--- src/rtl/cgra_context_seq.sv ---
// Context sequencer for the CGRA array.
// Streams context words into every tile's context memory over the shared
// config-write bus. It then sweeps the broadcast context PC through the loaded
// contexts for a programmed number of iterations.
//
// Handshake: a context word transfers on a rising edge where cfg_in_valid and
// cfg_in_ready are both 1. cfg_in_ready is 1 exactly while the sequencer is in
// LOAD. The producer must hold cfg_in_data stable while cfg_in_valid is 1 and
// no transfer has happened yet. An abort in the same cycle cancels the transfer.
module cgra_context_seq #(
  parameter int PC_WIDTH      = 4,
  parameter int CONTEXT_DEPTH = 16,
  parameter int ITER_WIDTH    = 16
) (
  input  logic                  clk,
  input  logic                  rst_n,
  input  logic [63:0]           cfg_in_data,
  input  logic                  cfg_in_valid,
  output logic                  cfg_in_ready,
  input  logic                  load_start,
  input  logic [PC_WIDTH:0]     load_count,
  input  logic                  run_start,
  input  logic [ITER_WIDTH-1:0] run_iters,
  input  logic                  abort,
  input  logic                  stall_req,
  output logic [PC_WIDTH-1:0]   cfg_wr_addr,
  output logic [63:0]           cfg_wr_data,
  output logic                  cfg_wr_en,
  output logic [PC_WIDTH-1:0]   context_pc,
  output logic                  global_stall,
  output logic                  busy,
  output logic                  done,
  output logic                  err,
  output logic [ITER_WIDTH-1:0] iter_count,
  output logic [1:0]            dbg_state
);

  typedef enum logic [1:0] {
    S_IDLE = 2'd0,
    S_LOAD = 2'd1,
    S_RUN  = 2'd2,
    S_DONE = 2'd3
  } state_t;

  localparam logic [PC_WIDTH:0]     DEPTH_L  = CONTEXT_DEPTH[PC_WIDTH:0];
  localparam logic [PC_WIDTH:0]     CNT_ONE  = 1;
  localparam logic [PC_WIDTH-1:0]   PC_ONE   = 1;
  localparam logic [ITER_WIDTH-1:0] ITER_ONE = 1;

  state_t                state, state_next;
  logic                  err_next;
  logic [PC_WIDTH:0]     n_ctx;    // contexts held by the tiles after a complete load
  logic [PC_WIDTH:0]     ld_cnt;   // word count requested by the load in progress
  logic [PC_WIDTH-1:0]   k;        // next context address to write
  logic [ITER_WIDTH-1:0] iters_q;  // iteration target of the current run

  logic cmd, load_ok, run_ok, hs, last_k, last_pc, last_iter;

  assign cmd       = load_start | run_start;
  assign load_ok   = (load_count != '0) && (load_count <= DEPTH_L);
  assign run_ok    = (n_ctx != '0) && (run_iters != '0);
  assign hs        = (state == S_LOAD) && cfg_in_valid && !abort;
  assign last_k    = ({1'b0, k} == (ld_cnt - CNT_ONE));
  assign last_pc   = ({1'b0, context_pc} == (n_ctx - CNT_ONE));
  assign last_iter = ((iter_count + ITER_ONE) == iters_q);

  assign cfg_in_ready = (state == S_LOAD);
  assign busy         = (state == S_LOAD) || (state == S_RUN);
  assign global_stall = (state == S_RUN) ? stall_req : 1'b1;
  assign dbg_state    = state;

  // Next-state and error-pulse decode; abort wins over every command.
  always_comb begin
    state_next = state;
    err_next   = 1'b0;
    if (abort) begin
      state_next = S_IDLE;
    end else begin
      case (state)
        S_IDLE: begin
          if (load_start) begin
            if (load_ok) state_next = S_LOAD;
            else         err_next   = 1'b1;
          end
          if (run_start) begin
            if (load_start)  err_next   = 1'b1;
            else if (run_ok) state_next = S_RUN;
            else             err_next   = 1'b1;
          end
        end
        S_LOAD: begin
          err_next = cmd;
          if (hs && last_k) state_next = S_DONE;
        end
        S_RUN: begin
          err_next = cmd;
          if (!stall_req && last_pc && last_iter) state_next = S_DONE;
        end
        S_DONE: begin
          err_next   = cmd;
          state_next = S_IDLE;
        end
        default: state_next = S_IDLE;
      endcase
    end
  end

  // State, config-write bus, PC/iteration counters and status pulses.
  always_ff @(posedge clk) begin
    if (!rst_n) begin
      state       <= S_IDLE;
      n_ctx       <= '0;
      ld_cnt      <= '0;
      k           <= '0;
      iters_q     <= '0;
      iter_count  <= '0;
      context_pc  <= '0;
      cfg_wr_addr <= '0;
      cfg_wr_data <= '0;
      cfg_wr_en   <= 1'b0;
      done        <= 1'b0;
      err         <= 1'b0;
    end else begin
      state     <= state_next;
      err       <= err_next;
      done      <= (state_next == S_DONE);
      cfg_wr_en <= hs;
      if (hs) begin
        cfg_wr_addr <= k;
        cfg_wr_data <= cfg_in_data;
        k           <= k + PC_ONE;
        if (last_k) n_ctx <= ld_cnt;
      end
      if (abort) begin
        // A partial load leaves the tile memories inconsistent.
        if (state == S_LOAD) n_ctx <= '0;
        context_pc <= '0;
      end else begin
        case (state)
          S_IDLE: begin
            if (load_start && load_ok) begin
              k      <= '0;
              ld_cnt <= load_count;
            end else if (run_start && !load_start && run_ok) begin
              context_pc <= '0;
              iter_count <= '0;
              iters_q    <= run_iters;
            end
          end
          S_RUN: begin
            if (!stall_req) begin
              if (last_pc) begin
                context_pc <= '0;
                iter_count <= iter_count + ITER_ONE;
              end else begin
                context_pc <= context_pc + PC_ONE;
              end
            end
          end
          S_DONE: context_pc <= '0;
          default: ;
        endcase
      end
    end
  end

endmodule

--- config.mk ---
export PLATFORM = sky130hd
export DESIGN_NAME = cgra_context_seq
export DESIGN_NICKNAME = d
export VERILOG_FILES = /design/src/rtl/cgra_context_seq.sv
export SDC_FILE = /design/constraint.sdc
export NUM_CORES = 1
export LEC_CHECK = 0
export BUFFER_PORTS_ARGS = -buffer_cell sky130_fd_sc_hd__buf_2
export CAP_MARGIN = 20
export CORE_AREA = 2 2 111 113
export DETAILED_ROUTE_END_ITERATION = 6
export DIE_AREA = 0 0 113 115
export GPL_ROUTABILITY_DRIVEN = 0
export PLACE_DENSITY = 0.9
export SLEW_MARGIN = 20
export SYNTH_ARGS = -nofsm -noshare
export SYNTH_HDL_FRONTEND = slang
export SYNTH_SLANG_ARGS = --single-unit
--- constraint.sdc ---
create_clock -name clk -period 2.8 [get_ports clk]
set_input_delay 0.56 -clock clk [delete_from_list [all_inputs] [get_ports clk]]
set_output_delay 0.56 -clock clk [all_outputs]
set_load 0.005 [all_outputs]
==> results of run 1 <==
## layer usage
layer | vias to the layer above | routed length (µm)
li1 | 2753 | -
met2 | 202 | 7249
met5 | - | 0
met3 | 17 | 1273
met1 | 2570 | 6306
met4 | 0 | 220
## through the flow
step           area (µm²)  utilization  hold slack, ns  instances  worst slack, ns
2_1_floorplan        5914            -          0.4446        695           0.4645
3_3_place_gp         6912       0.5852          0.4468        992           0.1865
3_5_place_dp         6912       0.5852          0.4530        992           0.1277
4_1_cts              7477       0.6331          0.3821       1023           0.1371
5_1_grt              7488       0.6340          0.3882       1025          0.02519
6_report             7488       0.6340          0.3946       1025           0.2347
## area by class of cell
class / instances / area, µm² / share of cell area
timing repair buffer: 196 / 1016 / 0.1357
antenna: 2 / 5.005 / 0.0006683
sequential: 123 / 2462 / 0.3288
clock buffer: 23 / 478.0 / 0.06383
clock inverter: 8 / 87.58 / 0.01170
inverter: 13 / 48.80 / 0.006516
tap: 147 / 183.9 / 0.02456
multi-input combinational: 513 / 3207 / 0.4282
## layout by cell type (no fill, tap or decap), types with 6 or more instances in the layout
cell	n
o21ai_1	14
nand2b_1	7
ha_1	9
a211oi_1	13
buf_2	187
nor4_1	8
a21boi_0	69
xnor2_1	20
o21ai_0	6
xor2_1	11
inv_1	13
nand4_1	11
or3_1	12
nor2_1	15
a21oi_1	12
nor2b_1	25
clkbuf_16	17
buf_4	8
dfxtp_1	123
nor3_1	6
mux2i_1	22
nand2_1	170
nand3_1	15
## cells by family (layout without fill, tap and decap cells)
group	count (synthesis)	after routing
buffers and inverters	59	240
XOR/XNOR	32	32
AND/OR/NAND/NOR	303	303
multiplexers	22	22
AO/OA/AOI/OAI	147	147
flip-flops	123	123
other	0	2
adder cells (fa/ha/maj)	9	9
## path summary, 6_finish.rpt
path                        start               to  slack [ns]  cells past startpoint
setup / recovery    iter_count[1]             done        0.23                      7
hold reg to reg    cfg_wr_data[1]   cfg_wr_data[1]        0.46                      2
setup reg to reg    iter_count[1]             done        0.23                      7
hold / removal    cfg_in_data[32]  cfg_wr_data[32]        0.39                      3
## timing repair
item                                    in CTS  in global routing
buffers inserted                             0                  0
resized for setup                            0                  2
hold endpoints to repair                     0                  0
endpoints found under the setup margin       0                  9
## worst min-delay path, delay by kind of cell
kind,cells,cell delay (ns)
and+or+nand+nor,1,0.04
AOI/OAI and AO/OA,1,0.06
buffers and inverters,1,0.09
## where the power goes
part / switching (W) / leakage, nW / internal (W)
sequential: 0.00000945 / 0.992 / 0.00176
clock: 0.000794 / 0.266 / 0.00129
combinational: 0.000112 / 1.80 / 0.000105
total: 0.000916 / 3.06 / 0.00316
## state kept, by name, summed over array words and instances, names as in the netlist, 2 cells and up
signal,flops
cfg_wr_data,64
iter_count,16
iters_q,16
ld_cnt,5
n_ctx,5
cfg_wr_addr,4
context_pc,4
k,4
dbg_state,2
==> metrics.cfg, run 1 <==
[logic_synthesis]
synth_commonest_cells = 170 x nand2_1, 123 x dfxtp_1, 69 x a21boi_0
synth.top_cells.by_area = dfxtp_1 42%, nand2_1 11%, a21boi_0 8.8%
synthCells = 695
synthSimpleGateAreaFrac = 0.2515
synth_most_common_cell = nand2_1
synth_top_family_by_area = simple AND/OR/NAND/NOR gates
ys_seq_area_frac = 0.4163
ys.flop_type = dfxtp_1
synth_area_mm2 = 0.005914
syn_nets = 796
yosysWarnings = 0
synth.area.mux_share = 0.03723
synth_top_area_share = 0.4163
ys_ff_latch = 123
synth_enable_flop_cells = 0
ys_types = 63
synth-compound-area-share = 0.1834
yosysTopAreaCell = dfxtp_1
synthArstFlopShare = 0
yosys.area_share.adder = 0.01904
syn_avg_cell_area_um2 = 8.510
synth-xor-area-share = 0.04971

[detailed_routing]
postRouteAntennaNets = 0
drt_iter0_markers = 443
first_pass_iters = 7
drt_wl_total_um = 15050
wl_per_cell_um = 14.68
route.vias.total = 5542
via_per_inst = 5.407
drc = 5

[clock_tree]
cts.sinks = 123
cts_buffers = 17
cts_tree = built
insertion_delay_ns = 0.41
cts.htree.levels = 4
clkTransAtPathRegs_ns = 0.06
cts_root_buffer = clkbuf_16
clockBufferDepth = 2
ctsHoldBuffers = 0

[run_status]
status = complete, but fails checks
violations = design-rule violations

[grt]
grtUsageMet3 = 0.08171
grt_use_met2 = 0.3804
grtUsageMet1 = 0.2886
grt_overflow_total = 0
grt.busiest_layer = met2
grt_pass1_vias = 5202
grt_max_degree = 70
grt_pass1_wl_um = 24580
grt.total_usage = 0.2343
antenna_found_initial = 2

[pwr]
finalPower_w = 0.004078
ir_worst_vdd_uv = 441.7
leakage_nw = 3.055
p_per_area_mw_per_mm2 = 544.5

[place]
io_buffers = 187
dp_hpwl_um = 10500

[timing]
fin_worst_skew_ns = 0.008394
final.setup.tns_ns = 0
timing.final.crit_share = 0.9162
slew_violations = 0
max_freq_mhz = 389.8
setup_violations = 0
tightestPinTransition_ns = 0.7199
slew_headroom = 0.5196
rsz0062_at_grt = false
hold_violations = 0
fin_crit_ns = 2.565

[hold_path]
hold_class = in2reg

[worst_setup_path]
crit_path_start_kind = flip-flop
path_cells = ha_1 -> nand3_2 -> or4_1 -> xnor2_1 -> a2111oi_0 -> nand4_1 -> a211oi_2
cp_slowest_cell = or4_1
crit_buf_inv = 0
critPathTopFamily = simple AND/OR/NAND/NOR gates
cp.arrival_ns = 2.89
crit_path_end_kind = flip-flop
cp_max_fo = 8
slowest_delay_ns = 0.61
worstSetupPathType = reg2reg
worst_ep_required_time_ns = 3.13

[job]
cap_violations = 0

[floorplanning]
start_util = 0.5007
die-width_um = 113
placementRows = 40
die_area_mm2 = 0.01300
io_pins = 188
core_mm2 = 0.01181
die_h_um = 115

[cells_and_area]
nFillCells = 970
final_nets = 965
synthToLayoutAreaGrowth_pct = 26.61
drive_above_1_share = 0.2705

No activity file was read; power rests on OpenSTA's default activity.
==> run 2, diff against run 1 <==
--- a/config.mk
+++ b/config.mk
@@ -5,11 +5,12 @@
 export SDC_FILE = /design/constraint.sdc
 export NUM_CORES = 1
 export LEC_CHECK = 0
+export ABC_AREA = 1
 export BUFFER_PORTS_ARGS = -buffer_cell sky130_fd_sc_hd__buf_2
 export CAP_MARGIN = 20
-export CORE_AREA = 2 2 111 113
+export CORE_AREA = 2 2 109 111
 export DETAILED_ROUTE_END_ITERATION = 6
-export DIE_AREA = 0 0 113 115
+export DIE_AREA = 0 0 111 113
 export GPL_ROUTABILITY_DRIVEN = 0
 export PLACE_DENSITY = 0.9
 export SLEW_MARGIN = 20
==> run 2 against run 1 <==
Compared with the run above: the run now ends clean; synthesized cell count grew 19%; setup slack better by 0.26 ns; maximum frequency rose by 11%; critical path depth grew 3; hold slack got worse by 0.032 ns; global-route usage up 1.7 points; utilization increased by 1.9 points; first-iteration DRC count grew 2.3%; final area is 1.7% lower; critical path type unchanged.
==> metrics.cfg, run 2 <==
[run_status]
status = finished clean

[floorplanning]
core_mm2 = 0.01127  ; -4.6%
placementRows = 39  ; -2.5%
die_h_um = 113  ; -1.7%
die-width_um = 111  ; -1.8%
start_util = 0.5009  ; about the same
io_pins = 188  ; unchanged
die_area_mm2 = 0.01254  ; -3.5%

[cells_and_area]
biggestRegsByFlops = cfg_wr_data: 64 flops, iter_count: 16 flops, iters_q: 16 flops
nFillCells = 937  ; -3.4%
drive_above_1_share = 0.2409  ; -0.02964
design_area_mm2 = 0.007362  ; -1.7%
diodes = 0  ; -2
final_nets = 1105  ; +15%
area.sequential_mm2 = 0.002462  ; unchanged
multi_input_area_mm2 = 0.002819  ; -12%
final_common_cell = nor2_1
final_cell_mix = 222 x nor2_1, 187 x buf_2, 138 x nand2_1
regMostFlops = cfg_wr_data
synthToLayoutAreaGrowth_pct = 30.38
largest_reg_flops = 64  ; unchanged

[timing]
fin_worst_skew_ns = 0.01149  ; +0.003098 ns
hold_violations = 0  ; unchanged
timing.final.crit_share = 0.8219  ; -0.09431
hold-worst-slack_ns = 0.3625  ; -0.03215 ns
rsz0062_at_grt = false
final.setup.tns_ns = 0  ; unchanged
slew_violations = 0  ; unchanged
tightestPinTransition_ns = 0.5842  ; -0.1357 ns
setup_violations = 0  ; unchanged
slew_headroom = 0.6105  ; +0.09088
max_freq_mhz = 434.6  ; +11%
fin_crit_ns = 2.301  ; -0.2641 ns

[detailed_routing]
drt_wl_total_um = 15750  ; +4.7%
route.vias.total = 6018  ; +8.6%
via_per_inst = 5.188  ; -4.0%
wl_per_cell_um = 13.58  ; -7.5%
postRouteAntennaNets = 0  ; unchanged
drt_iter0_markers = 453  ; +2.3%
drc = 0  ; -5
first_pass_iters = 5  ; -2

[worst_setup_path]
crit_path_end_kind = flip-flop
worst_ep_required_time_ns = 3.14  ; about the same
startpoint = n_ctx[0]
cp_slowest_cell = and3_2
rr_startpoint = n_ctx[0]
cp_max_fo = 16  ; +8
r2r_slack_ns = 0.50  ; +0.26 ns
worstReg2RegEnd = iter_count[6]
crit_path_start_kind = flip-flop
cp.arrival_ns = 2.65  ; -0.24 ns
worstSetupPathType = reg2reg
slowest_delay_ns = 0.43  ; -0.18 ns
r2r.worst_path.cells = 10  ; +3
path_cells = inv_1 -> ha_1 -> nand2_1 -> nor2_1 -> a31oi_1 -> nand2_1 -> nand2_1 -> and3_2 -> nor2_1 -> nor2_1

[logic_synthesis]
synthArstFlopShare = 0  ; unchanged
ys_seq_area_frac = 0.4361  ; +0.01974
synth_top_area_share = 0.4361  ; +0.01974
synth_most_common_cell = nor2_1
synth_commonest_cells = 223 x nor2_1, 138 x nand2_1, 123 x dfxtp_1
yosysWarnings = 0  ; unchanged
synth_enable_flop_cells = 0  ; unchanged
synth_area_mm2 = 0.005647  ; -4.5%
syn_avg_cell_area_um2 = 6.836  ; -20%
synthCells = 826  ; +19%
ys_types = 33  ; -48%
ys_ff_latch = 123  ; unchanged
synth.top_cells.by_area = dfxtp_1 44%, nor2_1 15%, nand2_1 9.2%
yosysTopAreaCell = dfxtp_1
syn_nets = 927  ; +16%
ys.flop_type = dfxtp_1

[hold_path]
holdPathEnd = cfg_wr_data[42]
hold-path-cell-count = 3  ; unchanged
hold_class = in2reg
worstHoldStart = cfg_in_data[42]

[pwr]
leakage_nw = 3.566  ; +17%
ir_worst_vdd_uv = 509.3  ; +15%
p_per_area_mw_per_mm2 = 616.6  ; +13%

[place]
dp_hpwl_um = 11100  ; +5.6%
io_buffers = 187  ; unchanged
place_area_mm2 = 0.006710  ; -2.9%

[clock_tree]
cts.htree.levels = 4  ; unchanged
insertion_delay_ns = 0.42  ; about the same
cts_tree = built
cts.sinks = 123  ; unchanged
cts_root_buffer = clkbuf_16
cts_buffers = 17  ; unchanged
clockBufferDepth = 2  ; unchanged
clkTransAtPathRegs_ns = 0.06  ; about the same

[grt]
grt_overflow_total = 0  ; unchanged
grt_pass1_wl_um = 25530  ; +3.8%
grt.total_usage = 0.2516  ; +0.01726
antenna_found_initial = 0  ; -2
grt_pass1_vias = 5581  ; +7.3%
grt_max_degree = 99  ; +41%

[job]
cap_violations = 0  ; unchanged

[run 2: changes by cell type after synthesis, moves of 14 or more]
cell,previous run,this run
xnor2_1,20,3
mux2i_1,22,0
nor2_1,15,223
nand2_1,170,138
inv_1,13,57
nor2b_1,25,0
nand3_1,16,59
a21oi_1,12,28
o21ai_0,6,93
o21ai_1,14,0
a21boi_0,69,2
[run 2: kinds of logic after synthesis]
logic type,count (synthesis),synth area share
buffers and inverters,95,0.06625
AO/OA/AOI/OAI,137,0.1290
AND/OR/NAND/NOR,449,0.3262
flip-flops,123,0.4361
adder cells (fa/ha/maj),9,0.01994
XOR/XNOR,13,0.02260
[run 2: worst max-delay path by stage]
stage,end,slack [ns],depth (start not counted)
final,iter_count[6],0.50,10
after global routing,done,0.20,15
after CTS,iter_count[6],0.008,14
after detailed placement,iter_count[13],0.03,14
after global placement,iter_count[15],0.19,14
after floorplan,iter_count[9],0.77,15
[run 2: per-stage QoR]
| stage | setup WS (ns) | instances | total power (W) | util |
|---|---|---|---|---|
| 2_1_floorplan | 0.7671 | 826 | 0.002051 | - |
| 3_3_place_gp | 0.1875 | 1127 | 0.002201 | 0.5953 |
| 3_5_place_dp | 0.03291 | 1127 | 0.002211 | 0.5953 |
| 4_1_cts | 0.007828 | 1159 | 0.004562 | 0.6523 |
| 5_1_grt | 0.1978 | 1160 | 0.004685 | 0.6531 |
| 6_report | 0.4988 | 1160 | 0.004539 | 0.6531 |
[run 2: where the power goes]
group	switching, W	total [W]	internal, W
clock network	0.000814	0.00236	0.00154
logic	0.000204	0.000353	0.000149
registers	0.0000373	0.00183	0.00179
total	0.00106	0.00454	0.00348
[run 2: area by class of cell]
cell class                      instances  area share
Timing Repair Buffer                  196      0.1414
Multi-Input combinational cell        608      0.3829
Sequential cell                       123      0.3345
Clock inverter                         13     0.02583
Inverter                               58     0.02957
Clock buffer                           19     0.06152
Tap cell                              143     0.02430
[run 2: critical path: cells and delay by family, from the launching register on]
kind	cells	cell delay, ns
AO/OA/AOI/OAI	1	0.35
flip-flops	1	0.34
AND/OR/NAND/NOR	7	1.23
adder cells (fa/ha/maj)	1	0.24
buffers and inverters	1	0.08
[run 2: per-layer routing]
layer | vias to the layer above | GRT usage | wire length [µm]
met2 | 274 | 0.4323 | 7602
met5 | - | 0 | 0
li1 | 3013 | - | -
met4 | 0 | 0.1192 | 541
met1 | 2692 | 0.2812 | 6242
met3 | 39 | 0.08731 | 1365
[run 2: what timing repair did]
action / in CTS / in global routing
buffers inserted: 0 / 1
gates resized for setup: 0 / 1
setup endpoints to repair: 0 / 16
hold endpoints to repair: 0 / 0
hold buffers: 0 / 0
